$ cat config.mk
export PLATFORM = sky130hd
export DESIGN_NAME = main_fsm_flat
export DESIGN_NICKNAME = d
export VERILOG_FILES = /design/src/rtl/main_fsm_if.sv /design/src/rtl/main_fsm.sv /design/src/flat_wrapper.sv
export SDC_FILE = /design/constraint.sdc
export NUM_CORES = 1
export LEC_CHECK = 0
export CORE_MARGIN = 1
export CORE_UTILIZATION = 58
export DETAILED_ROUTE_END_ITERATION = 8
export DONT_BUFFER_PORTS = 1
export MAX_ROUTING_LAYER = met4
export PLACE_DENSITY_LB_ADDON = 0.25
export SYNTH_ARGS = -nofsm -noshare
export SYNTH_HDL_FRONTEND = slang
export SYNTH_SLANG_ARGS = --single-unit
$ cat constraint.sdc
create_clock -name clk -period 2.1 [get_ports clk]
set_input_delay 0.105 -clock clk [delete_from_list [all_inputs] [get_ports clk]]
set_output_delay 0.105 -clock clk [all_outputs]
set_load 0.05 [all_outputs]
$ cat src/rtl/main_fsm_if.sv
// main_fsm_if: instruction fields, ALU flags and memory strobe in; datapath enables and selects out.
interface main_fsm_if;
  logic [3:0] Cond;
  logic [1:0] Op;
  logic [5:0] Funct;
  logic [3:0] Rd;
  logic [3:0] ALUFlags;
  logic       MemReady;
  logic       PCWrite;
  logic       RegWrite;
  logic       MemWrite;
  logic       IRWrite;
  logic       AdrSrc;
  logic [1:0] RegSrc;
  logic [1:0] ALUSrcA;
  logic [1:0] ALUSrcB;
  logic [1:0] ResultSrc;
  logic [1:0] ImmSrc;
  logic [1:0] ALUControl;
  modport master (
    output Cond, Op, Funct, Rd, ALUFlags, MemReady,
    input  PCWrite, RegWrite, MemWrite, IRWrite, AdrSrc, RegSrc, ALUSrcA, ALUSrcB, ResultSrc, ImmSrc, ALUControl
  );
  modport slave (
    input  Cond, Op, Funct, Rd, ALUFlags, MemReady,
    output PCWrite, RegWrite, MemWrite, IRWrite, AdrSrc, RegSrc, ALUSrcA, ALUSrcB, ResultSrc, ImmSrc, ALUControl
  );
endinterface

$ cat src/rtl/main_fsm.sv
// main_fsm: multicycle ARM-subset control FSM with conditional execution and NZCV flags.
// Define MAIN_FSM_MEM_WAIT_EN to stall FETCH/MEMRD/MEMWR until MemReady.
module main_fsm (
  input logic       clk,
  input logic       reset,
  main_fsm_if.slave bus
);
  typedef enum logic [3:0] {
    FETCH = 4'd0, DECODE = 4'd1, MEMADR = 4'd2, MEMRD = 4'd3, MEMWB = 4'd4, MEMWR = 4'd5,
    EXECUTER = 4'd6, EXECUTEI = 4'd7, ALUWB = 4'd8, BRANCH = 4'd9, UNKNOWN = 4'd10
  } state_t;
  state_t     r_state;
  logic [3:0] r_flags;
  logic       r_condex;
  logic [3:0] w_cmd;
  logic       w_cmp;
  logic       w_cv;
  logic       w_mr;
  logic       w_base;
  logic       w_condex;
  logic       w_fd;
  logic       w_regwrite;
  logic [1:0] w_aluc;
  assign w_cmd = bus.Funct[4:1];
  assign w_cmp = w_cmd == 4'b1010;
  assign w_cv  = w_cmd == 4'b0100 || w_cmd == 4'b0010 || w_cmp;
`ifdef MAIN_FSM_MEM_WAIT_EN
  assign w_mr = bus.MemReady;
`else
  assign w_mr = bus.MemReady | 1'b1;
`endif
  // Odd condition codes are the inverse of the even code below them, including AL/1111.
  always_comb begin
    w_base = 1'b1;
    case (bus.Cond[3:1])
      3'd0: w_base = r_flags[2];
      3'd1: w_base = r_flags[1];
      3'd2: w_base = r_flags[3];
      3'd3: w_base = r_flags[0];
      3'd4: w_base = r_flags[1] & ~r_flags[2];
      3'd5: w_base = r_flags[3] == r_flags[0];
      3'd6: w_base = ~r_flags[2] & (r_flags[3] == r_flags[0]);
      default: w_base = 1'b1;
    endcase
  end
  assign w_condex = w_base ^ bus.Cond[0];
  assign w_aluc = w_cmd == 4'b0100 ? 2'b00 :
                  w_cmd == 4'b0010 || w_cmp ? 2'b01 :
                  w_cmd == 4'b0000 ? 2'b10 :
                  w_cmd == 4'b1100 ? 2'b11 : 2'b00;
  always_ff @(posedge clk or negedge reset) begin
    if (!reset) begin
      r_state  <= FETCH;
      r_flags  <= 4'b0000;
      r_condex <= 1'b0;
    end else begin
      case (r_state)
        FETCH:  if (w_mr) r_state <= DECODE;
        DECODE: begin
          r_condex <= w_condex;
          r_state  <= bus.Op == 2'b01 ? MEMADR :
                      bus.Op == 2'b10 ? BRANCH :
                      bus.Op == 2'b11 ? UNKNOWN :
                      bus.Funct[5] ? EXECUTEI : EXECUTER;
        end
        MEMADR: r_state <= bus.Funct[0] ? MEMRD : MEMWR;
        MEMRD:  if (w_mr) r_state <= MEMWB;
        MEMWR:  if (w_mr) r_state <= FETCH;
        EXECUTER, EXECUTEI: begin
          r_state <= ALUWB;
          if (r_condex && bus.Funct[0]) begin
            r_flags[3:2] <= bus.ALUFlags[3:2];
            if (w_cv) r_flags[1:0] <= bus.ALUFlags[1:0];
          end
        end
        default: r_state <= FETCH;
      endcase
    end
  end
  assign w_fd       = r_state == FETCH || r_state == DECODE;
  assign w_regwrite = r_condex && ((r_state == ALUWB && !w_cmp) || r_state == MEMWB);
  // Enables are gated by reset so they drop immediately, without waiting for a clock.
  assign bus.PCWrite  = reset && ((r_state == FETCH && w_mr) || (r_state == BRANCH && r_condex) ||
                                  (w_regwrite && bus.Rd == 4'd15));
  assign bus.RegWrite = reset && w_regwrite;
  assign bus.MemWrite = reset && r_state == MEMWR && r_condex;
  assign bus.IRWrite  = reset && r_state == FETCH && w_mr;
  assign bus.AdrSrc   = r_state == MEMRD || r_state == MEMWR;
  assign bus.ALUSrcA  = w_fd ? 2'b01 : 2'b00;
  assign bus.ALUSrcB  = w_fd ? 2'b10 :
                        (r_state == MEMADR || r_state == EXECUTEI || r_state == BRANCH) ? 2'b01 : 2'b00;
  assign bus.ResultSrc = (w_fd || r_state == BRANCH) ? 2'b10 : r_state == MEMWB ? 2'b01 : 2'b00;
  assign bus.ALUControl = (r_state == EXECUTER || r_state == EXECUTEI) ? w_aluc : 2'b00;
  assign bus.ImmSrc  = bus.Op;
  assign bus.RegSrc  = {bus.Op == 2'b01 && !bus.Funct[0], bus.Op == 2'b10};
endmodule

$ cat src/flat_wrapper.sv
// flat-port wrapper written by rule: the top's interface ports become plain ports
module main_fsm_flat 
  (clk, reset, bus_Cond, bus_Op, bus_Funct, bus_Rd, bus_ALUFlags, bus_MemReady, bus_PCWrite, bus_RegWrite, bus_MemWrite, bus_IRWrite, bus_AdrSrc, bus_RegSrc, bus_ALUSrcA, bus_ALUSrcB, bus_ResultSrc, bus_ImmSrc, bus_ALUControl);
  main_fsm_if bus_i ();
  input logic clk;
  input logic reset;
  input wire logic [$bits(bus_i.Cond)-1:0] bus_Cond;
  input wire logic [$bits(bus_i.Op)-1:0] bus_Op;
  input wire logic [$bits(bus_i.Funct)-1:0] bus_Funct;
  input wire logic [$bits(bus_i.Rd)-1:0] bus_Rd;
  input wire logic [$bits(bus_i.ALUFlags)-1:0] bus_ALUFlags;
  input wire logic [$bits(bus_i.MemReady)-1:0] bus_MemReady;
  output wire logic [$bits(bus_i.PCWrite)-1:0] bus_PCWrite;
  output wire logic [$bits(bus_i.RegWrite)-1:0] bus_RegWrite;
  output wire logic [$bits(bus_i.MemWrite)-1:0] bus_MemWrite;
  output wire logic [$bits(bus_i.IRWrite)-1:0] bus_IRWrite;
  output wire logic [$bits(bus_i.AdrSrc)-1:0] bus_AdrSrc;
  output wire logic [$bits(bus_i.RegSrc)-1:0] bus_RegSrc;
  output wire logic [$bits(bus_i.ALUSrcA)-1:0] bus_ALUSrcA;
  output wire logic [$bits(bus_i.ALUSrcB)-1:0] bus_ALUSrcB;
  output wire logic [$bits(bus_i.ResultSrc)-1:0] bus_ResultSrc;
  output wire logic [$bits(bus_i.ImmSrc)-1:0] bus_ImmSrc;
  output wire logic [$bits(bus_i.ALUControl)-1:0] bus_ALUControl;
  assign bus_i.Cond = bus_Cond;
  assign bus_i.Op = bus_Op;
  assign bus_i.Funct = bus_Funct;
  assign bus_i.Rd = bus_Rd;
  assign bus_i.ALUFlags = bus_ALUFlags;
  assign bus_i.MemReady = bus_MemReady;
  assign bus_PCWrite = bus_i.PCWrite;
  assign bus_RegWrite = bus_i.RegWrite;
  assign bus_MemWrite = bus_i.MemWrite;
  assign bus_IRWrite = bus_i.IRWrite;
  assign bus_AdrSrc = bus_i.AdrSrc;
  assign bus_RegSrc = bus_i.RegSrc;
  assign bus_ALUSrcA = bus_i.ALUSrcA;
  assign bus_ALUSrcB = bus_i.ALUSrcB;
  assign bus_ResultSrc = bus_i.ResultSrc;
  assign bus_ImmSrc = bus_i.ImmSrc;
  assign bus_ALUControl = bus_i.ALUControl;
  main_fsm u_core (.clk(clk), .reset(reset), .bus(bus_i));
endmodule
==> results of run 1 <==
report_power, final:
| part | total (mW) | switching (mW) | internal (mW) |
|---|---|---|---|
| combinational | 0.881 | 0.551 | 0.330 |
| clock | 0.135 | 0.0644 | 0.0704 |
| sequential | 0.381 | 0.138 | 0.242 |
| total | 1.40 | 0.754 | 0.643 |
per-layer routing:
layer,share of wire,global-route usage,vias up,wire length [um]
met4,0.029,0.1293,0,53
met2,0.48,0.4875,47,889
met1,0.39,0.3579,348,725
met3,0.097,0.04624,7,179
met5,0,-,-,0
li1,-,-,343,-
layout make-up:
type	count	area (um^2)
multi-input cells	70	501.7
repair buffers	18	166.4
clock buffers	3	22.52
flip-flops and latches	9	225.2
fillers	89	225.2
inverters	2	7.507
clock inverters	1	5.005
well taps	14	17.52
flip-flops by register name, summed over array words and instances, names as in the netlist:
signal	flops
u_core.r_flags	4
u_core.r_state	4
u_core.r_condex	1
metrics by stage:
step	instance area [um^2]	hold WS (ns)	std cells	total power, mW
floorplan	780.7	-0.1906	90	1.058
global placement	858.3	-0.1900	107	1.211
detailed placement	858.3	-0.1900	107	1.238
CTS	945.9	0.02801	117	1.388
global route	945.9	0.03352	117	1.474
finish	945.9	0.02780	117	1.396
cells in the final DEF, fill, tap and decap left out, drive strengths merged, types with 4 or more instances in the layout:
| cell type | synthesis | routed |
|---|---|---|
| xor2 | 4 | 4 |
| nand2b | 6 | 6 |
| a21oi | 4 | 4 |
| dlygate4sd3 | 0 | 6 |
| o21ai | 4 | 4 |
| buf | 6 | 12 |
| nor3 | 6 | 6 |
| mux2 | 4 | 4 |
| nand2 | 4 | 4 |
| dfrtp | 9 | 9 |
| nor2 | 7 | 7 |
kinds of logic after synthesis:
group	synth area share
XOR/XNOR	0.05645
AO/OA/AOI/OAI	0.1709
buffers and inverters	0.08226
AND/OR/NAND/NOR	0.3113
multiplexers	0.08387
flip-flops	0.2903
other	0.004834
timing repair:
| item | 4_1_cts | 5_1_grt |
|---|---|---|
| endpoints found under the hold margin | 14 | 0 |
| endpoints found under the setup margin | 0 | 0 |
| hold buffers | 6 | 0 |
worst max-delay path by stage:
stage	to	slack, ns	cells after the start
after floorplan	bus_ResultSrc[1]	0.1	3
after global placement	u_core.r_flags[0]	0.43	5
after detailed placement	u_core.r_flags[0]	0.40	5
after CTS	bus_ALUControl[1]	0.25	4
after global routing	bus_ALUControl[1]	0.15	4
final	bus_ALUControl[1]	0.25	4
==> results_dict.tcl, run 1 <==
set metrics [dict create \
    status "completed" \
    dp_hpwl_um 1300 \
    worst-endpoint-arrival_ns 1.75 \
    clkSinkCount 9 \
    clkTransAtPathRegs_ns 0.07 \
    timing.critical_path.from_type "flip-flop" \
    avgSynthCellArea_um2 8.619 \
    finalNetCount 127 \
    row_count 12 \
    grt_setup_unrepaired "no" \
    p_leak_nw 0.4123 \
    min_path_type "primary input to flip-flop" \
    cts_tree "yes" \
    r2r_start "u_core.r_state[3]" \
    clk_root_buffer_cell "sky130_fd_sc_hd__clkbuf_4" \
    globalRouteOverflowTotal 0 \
    timing.reg2reg.setup_slack_ns 0.37 \
    die_y_um 38.57 \
    worst-endpoint-required_ns 2.00 \
    cts.path.max_buffers 2 \
    asyncSetResetFlopFracSynth 1.000 \
    ys_top_cells_by_area "sky130_fd_sc_hd__dfrtp_1, sky130_fd_sc_hd__buf_4, sky130_fd_sc_hd__xor2_1" \
    timing.critical_path.slowest_stage_cell "sky130_fd_sc_hd__dfrtp_1" \
    drc_errors 0 \
    dr.first_iter.drc_count 22 \
    post-route-period-util 0.8833 \
    ctsResizeCount 0 \
    routed_wirelength_um 1848 \
    setup.worst_path.start "u_core.r_state[3]" \
    synthDistinctLibCells 36 \
    drt_pass1_iterations 4 \
    antenna_found_initial 0 \
    grt_first_pass_wirelength_um 2904 \
    timing.max_slew.rel_slack 0.4525 \
    first_global_vias 706 \
    period_minus_slack_ns 1.855 \
    clk_latency_ns 0.27 \
    ys_top_cells_by_count "sky130_fd_sc_hd__dfrtp_1, sky130_fd_sc_hd__nor2_1, sky130_fd_sc_hd__buf_4, sky130_fd_sc_hd__nor3_1, sky130_fd_sc_hd__nand2b_1" \
    pwr_density_cell_nw_per_um2 1476 \
    area_growth_from_synthesis_to_layout_pct 21.94 \
    timing.setup.critical_path_class "flip-flop to output pin" \
    max_stage_delay_ns 0.49 \
    setup-violations-final 0 \
    layout_cells_sized_above_1 0.2427 \
    post-cts-setup-buffer-count 0 \
    number_of_max_cap_violations 0 \
    synth_largest_type_area_fraction 0.2903 \
    cp-end-kind "output pin" \
    tightest_slew_ns 0.8177 \
    synth_area_leader_cell "sky130_fd_sc_hd__dfrtp_1" \
    cts_htree_levels 1 \
    ant_nets 0 \
    initial_core_util 0.6624 \
    hold_start "bus_Funct[0]" \
    place_ws_ns 0.3958 \
    power.ir.vdd_worst_mv 1.002 \
    synth_most_common_cell "sky130_fd_sc_hd__dfrtp_1" \
    report.final.hold_viol_count 0 \
    r2r_end "u_core.r_flags[0]" \
    timing.critical_path.fanout_max 11 \
    postLayoutCoreUtil 0.8077 \
    critPathBufInv 1 \
    avgViaCountPerCell 6.368 \
    worstPathCellList "nand2b_1, or3b_1, nor3_2, buf_4" \
    grtUsageTotal 0.2963 \
    tritoncts_buffers 3 \
    totalNegativeSetupSlack_ns 0 \
    route.vias.total 745 \
    final.setup_skew_ns 0.006364 \
    ys_ff_latch 9 \
    report.final.slew_viol_count 0 \
    largest_net_degree_at_the_start_of_global_routing 13 \
    maxClockFrequency_ghz 0.5391 \
    seq_area_frac_synth 0.2903 \
    cpLargestDelayFamily "simple AND/OR/NAND/NOR gates" \
    port_buffers 0 \
    hold_end "u_core.r_state[2]" \
    die_w_um 38.57 \
    ys_dominant_reg_cell "sky130_fd_sc_hd__dfrtp_1" \
    number_of_cells_on_the_worst_hold_path 2 \
    standard_cell_core_area_um2 1171 \
    die_area_um2 1488 \
    post_synth_instance_area_um2 775.7 \
    worst_slack_ns 0.2451 \
    synth_warnings 0 \
    syn_inst 90 \
    worst_r2r_path_depth 5 \
    synth-edff-count 0 \
    syn-num-nets 113 \
    route.detailed.wl_per_inst_um 15.79 \
    boundary_pins 40 \
    gp_congestion 0.7432 \
    num_antenna_cells 0 \
]
Note: power is estimated with default switching activity, not from simulation.
==> inputs of run 2 (changes only) <==
--- a/config.mk
+++ b/config.mk
@@ -9,6 +9,7 @@
 export CORE_UTILIZATION = 58
 export DETAILED_ROUTE_END_ITERATION = 8
 export DONT_BUFFER_PORTS = 1
+export HOLD_SLACK_MARGIN = 0.06
 export MAX_ROUTING_LAYER = met4
 export PLACE_DENSITY_LB_ADDON = 0.25
 export SYNTH_ARGS = -nofsm -noshare
==> results_dict.tcl, run 2 (same netlist as run 1, synthesis figures left out) <==
set metrics [dict create \
    cpLargestDelayFamily "simple AND/OR/NAND/NOR gates" \
    grt_setup_unrepaired "no" \
    first_global_vias 758 \
    cts_hold_buf 9 \
    report.final.hold_viol_count 0 \
    period_minus_slack_ns 1.880 \
    drt_pass1_iterations 4 \
    grtUsageTotal 0.3417 \
    timing.critical_path.fanout_max 11 \
    ctsResizeCount 0 \
    timing.critical_path.slowest_stage_cell "sky130_fd_sc_hd__dfrtp_1" \
    tritoncts_buffers 3 \
    hold_start "bus_Funct[1]" \
    num_antenna_cells 0 \
    totalNegativeSetupSlack_ns 0 \
    dr.first_iter.drc_count 47 \
    row_count 12 \
    number_of_cells_on_the_worst_hold_path 2 \
    worst-endpoint-required_ns 2.00 \
    antenna_found_initial 0 \
    tightest_slew_ns 0.8191 \
    die_w_um 38.57 \
    critPathBufInv 1 \
    timing.setup.critical_path_class "flip-flop to output pin" \
    largest_net_degree_at_the_start_of_global_routing 13 \
    boundary_pins 40 \
    post-route-period-util 0.8951 \
    post-cts-setup-buffer-count 0 \
    routed_wirelength_um 2118 \
    number_of_max_cap_violations 0 \
    pwr_density_cell_nw_per_um2 1467 \
    cts_tree "yes" \
    gp_congestion 0.7432 \
    drc_errors 0 \
    grt_first_pass_wirelength_um 3325 \
    initial_core_util 0.6624 \
    setup-violations-final 0 \
    r2r_start "u_core.r_state[3]" \
    die_y_um 38.57 \
    detailed_place.area_um2 858.3 \
    cts.path.max_buffers 2 \
    r2r_end "u_core.r_flags[0]" \
    report.final.slew_viol_count 0 \
    clkTransAtPathRegs_ns 0.07 \
    max_stage_delay_ns 0.50 \
    clk_root_buffer_cell "sky130_fd_sc_hd__clkbuf_4" \
    min_path_type "primary input to flip-flop" \
    timing.critical_path.from_type "flip-flop" \
    clkSinkCount 9 \
    worst_r2r_path_depth 5 \
    standard_cell_core_area_um2 1171 \
    avgViaCountPerCell 6.442 \
    die_area_um2 1488 \
    dp_hpwl_um 1300 \
    cts_htree_levels 1 \
    worstPathCellList "nand2b_1, or3b_1, nor3_2, buf_4" \
    ant_nets 0 \
    final.setup_skew_ns 0.01210 \
    worst-endpoint-arrival_ns 1.77 \
    power.ir.vdd_worst_mv 1.031 \
    layout_cells_sized_above_1 0.2358 \
    cp-end-kind "output pin" \
    globalRouteOverflowTotal 0 \
    route.detailed.wl_per_inst_um 17.65 \
    route.vias.total 773 \
    maxClockFrequency_ghz 0.5320 \
    final_common_cell "sky130_fd_sc_hd__buf_4" \
    reg.largest.list "u_core.r_flags (4), u_core.r_state (4), u_core.r_condex (1)" \
    p_leak_nw 0.4248 \
    hold_end "u_core.r_flags[1]" \
    timing.max_slew.rel_slack 0.4515 \
    port_buffers 0 \
    area_growth_from_synthesis_to_layout_pct 25.81 \
    most_used_cells_in_the_layout_excluding_fill_and_tap_cells "sky130_fd_sc_hd__buf_4, sky130_fd_sc_hd__dlygate4sd3_1, sky130_fd_sc_hd__dfrtp_1" \
    finalNetCount 130 \
    status "completed" \
    clk_latency_ns 0.27 \
    design_area_um2 975.9 \
    timing.reg2reg.setup_slack_ns 0.36 \
]
## run 2: area by class of cell
cell class                 count  area (um^2)
clock buffer                   3        22.52
clock inverter                 1        5.005
fill                          72        195.2
inverter                       2        7.507
multi-input combinational     70        501.7
sequential                     9        225.2
tap                           14        17.52
timing repair buffer          21        196.4
## run 2: worst max-delay path by stage
stage | endpoint | slack [ns] | from | cells past startpoint
2_1_floorplan | bus_ResultSrc[1] | 0.1 | u_core.r_state[1] | 3
3_3_place_gp | u_core.r_flags[0] | 0.43 | u_core.r_state[3] | 5
3_5_place_dp | u_core.r_flags[0] | 0.40 | u_core.r_state[3] | 5
4_1_cts | bus_ALUControl[1] | 0.25 | u_core.r_state[3] | 4
5_1_grt | bus_ALUControl[1] | 0.13 | u_core.r_state[1] | 4
6_report | bus_ALUControl[1] | 0.22 | u_core.r_state[3] | 4
## run 2: routing by layer
layer	GRT usage	part of all wire	routed length (um)
met4	0.1466	0.026	55
met5	-	0	0
met3	0.04624	0.10	220
met1	0.4185	0.37	785
met2	0.5625	0.50	1056
## run 2: power by group
part / switching, mW / internal (mW)
sequential: 0.151 / 0.242
combinational: 0.565 / 0.334
clock: 0.0688 / 0.0704
## run 2: metrics by stage
step / power (mW) / hold WS (ns) / worst slack, ns / utilization / cells
final: 1.432 / 0.06859 / 0.2202 / 0.8333 / 120
after global routing: 1.497 / 0.07013 / 0.1260 / 0.8333 / 120
after CTS: 1.392 / 0.07407 / 0.2515 / 0.8333 / 120
after detailed placement: 1.238 / -0.1900 / 0.3958 / 0.7329 / 107
after global placement: 1.211 / -0.1900 / 0.4252 / 0.7329 / 107
after floorplan: 1.058 / -0.1906 / 0.09641 / - / 90
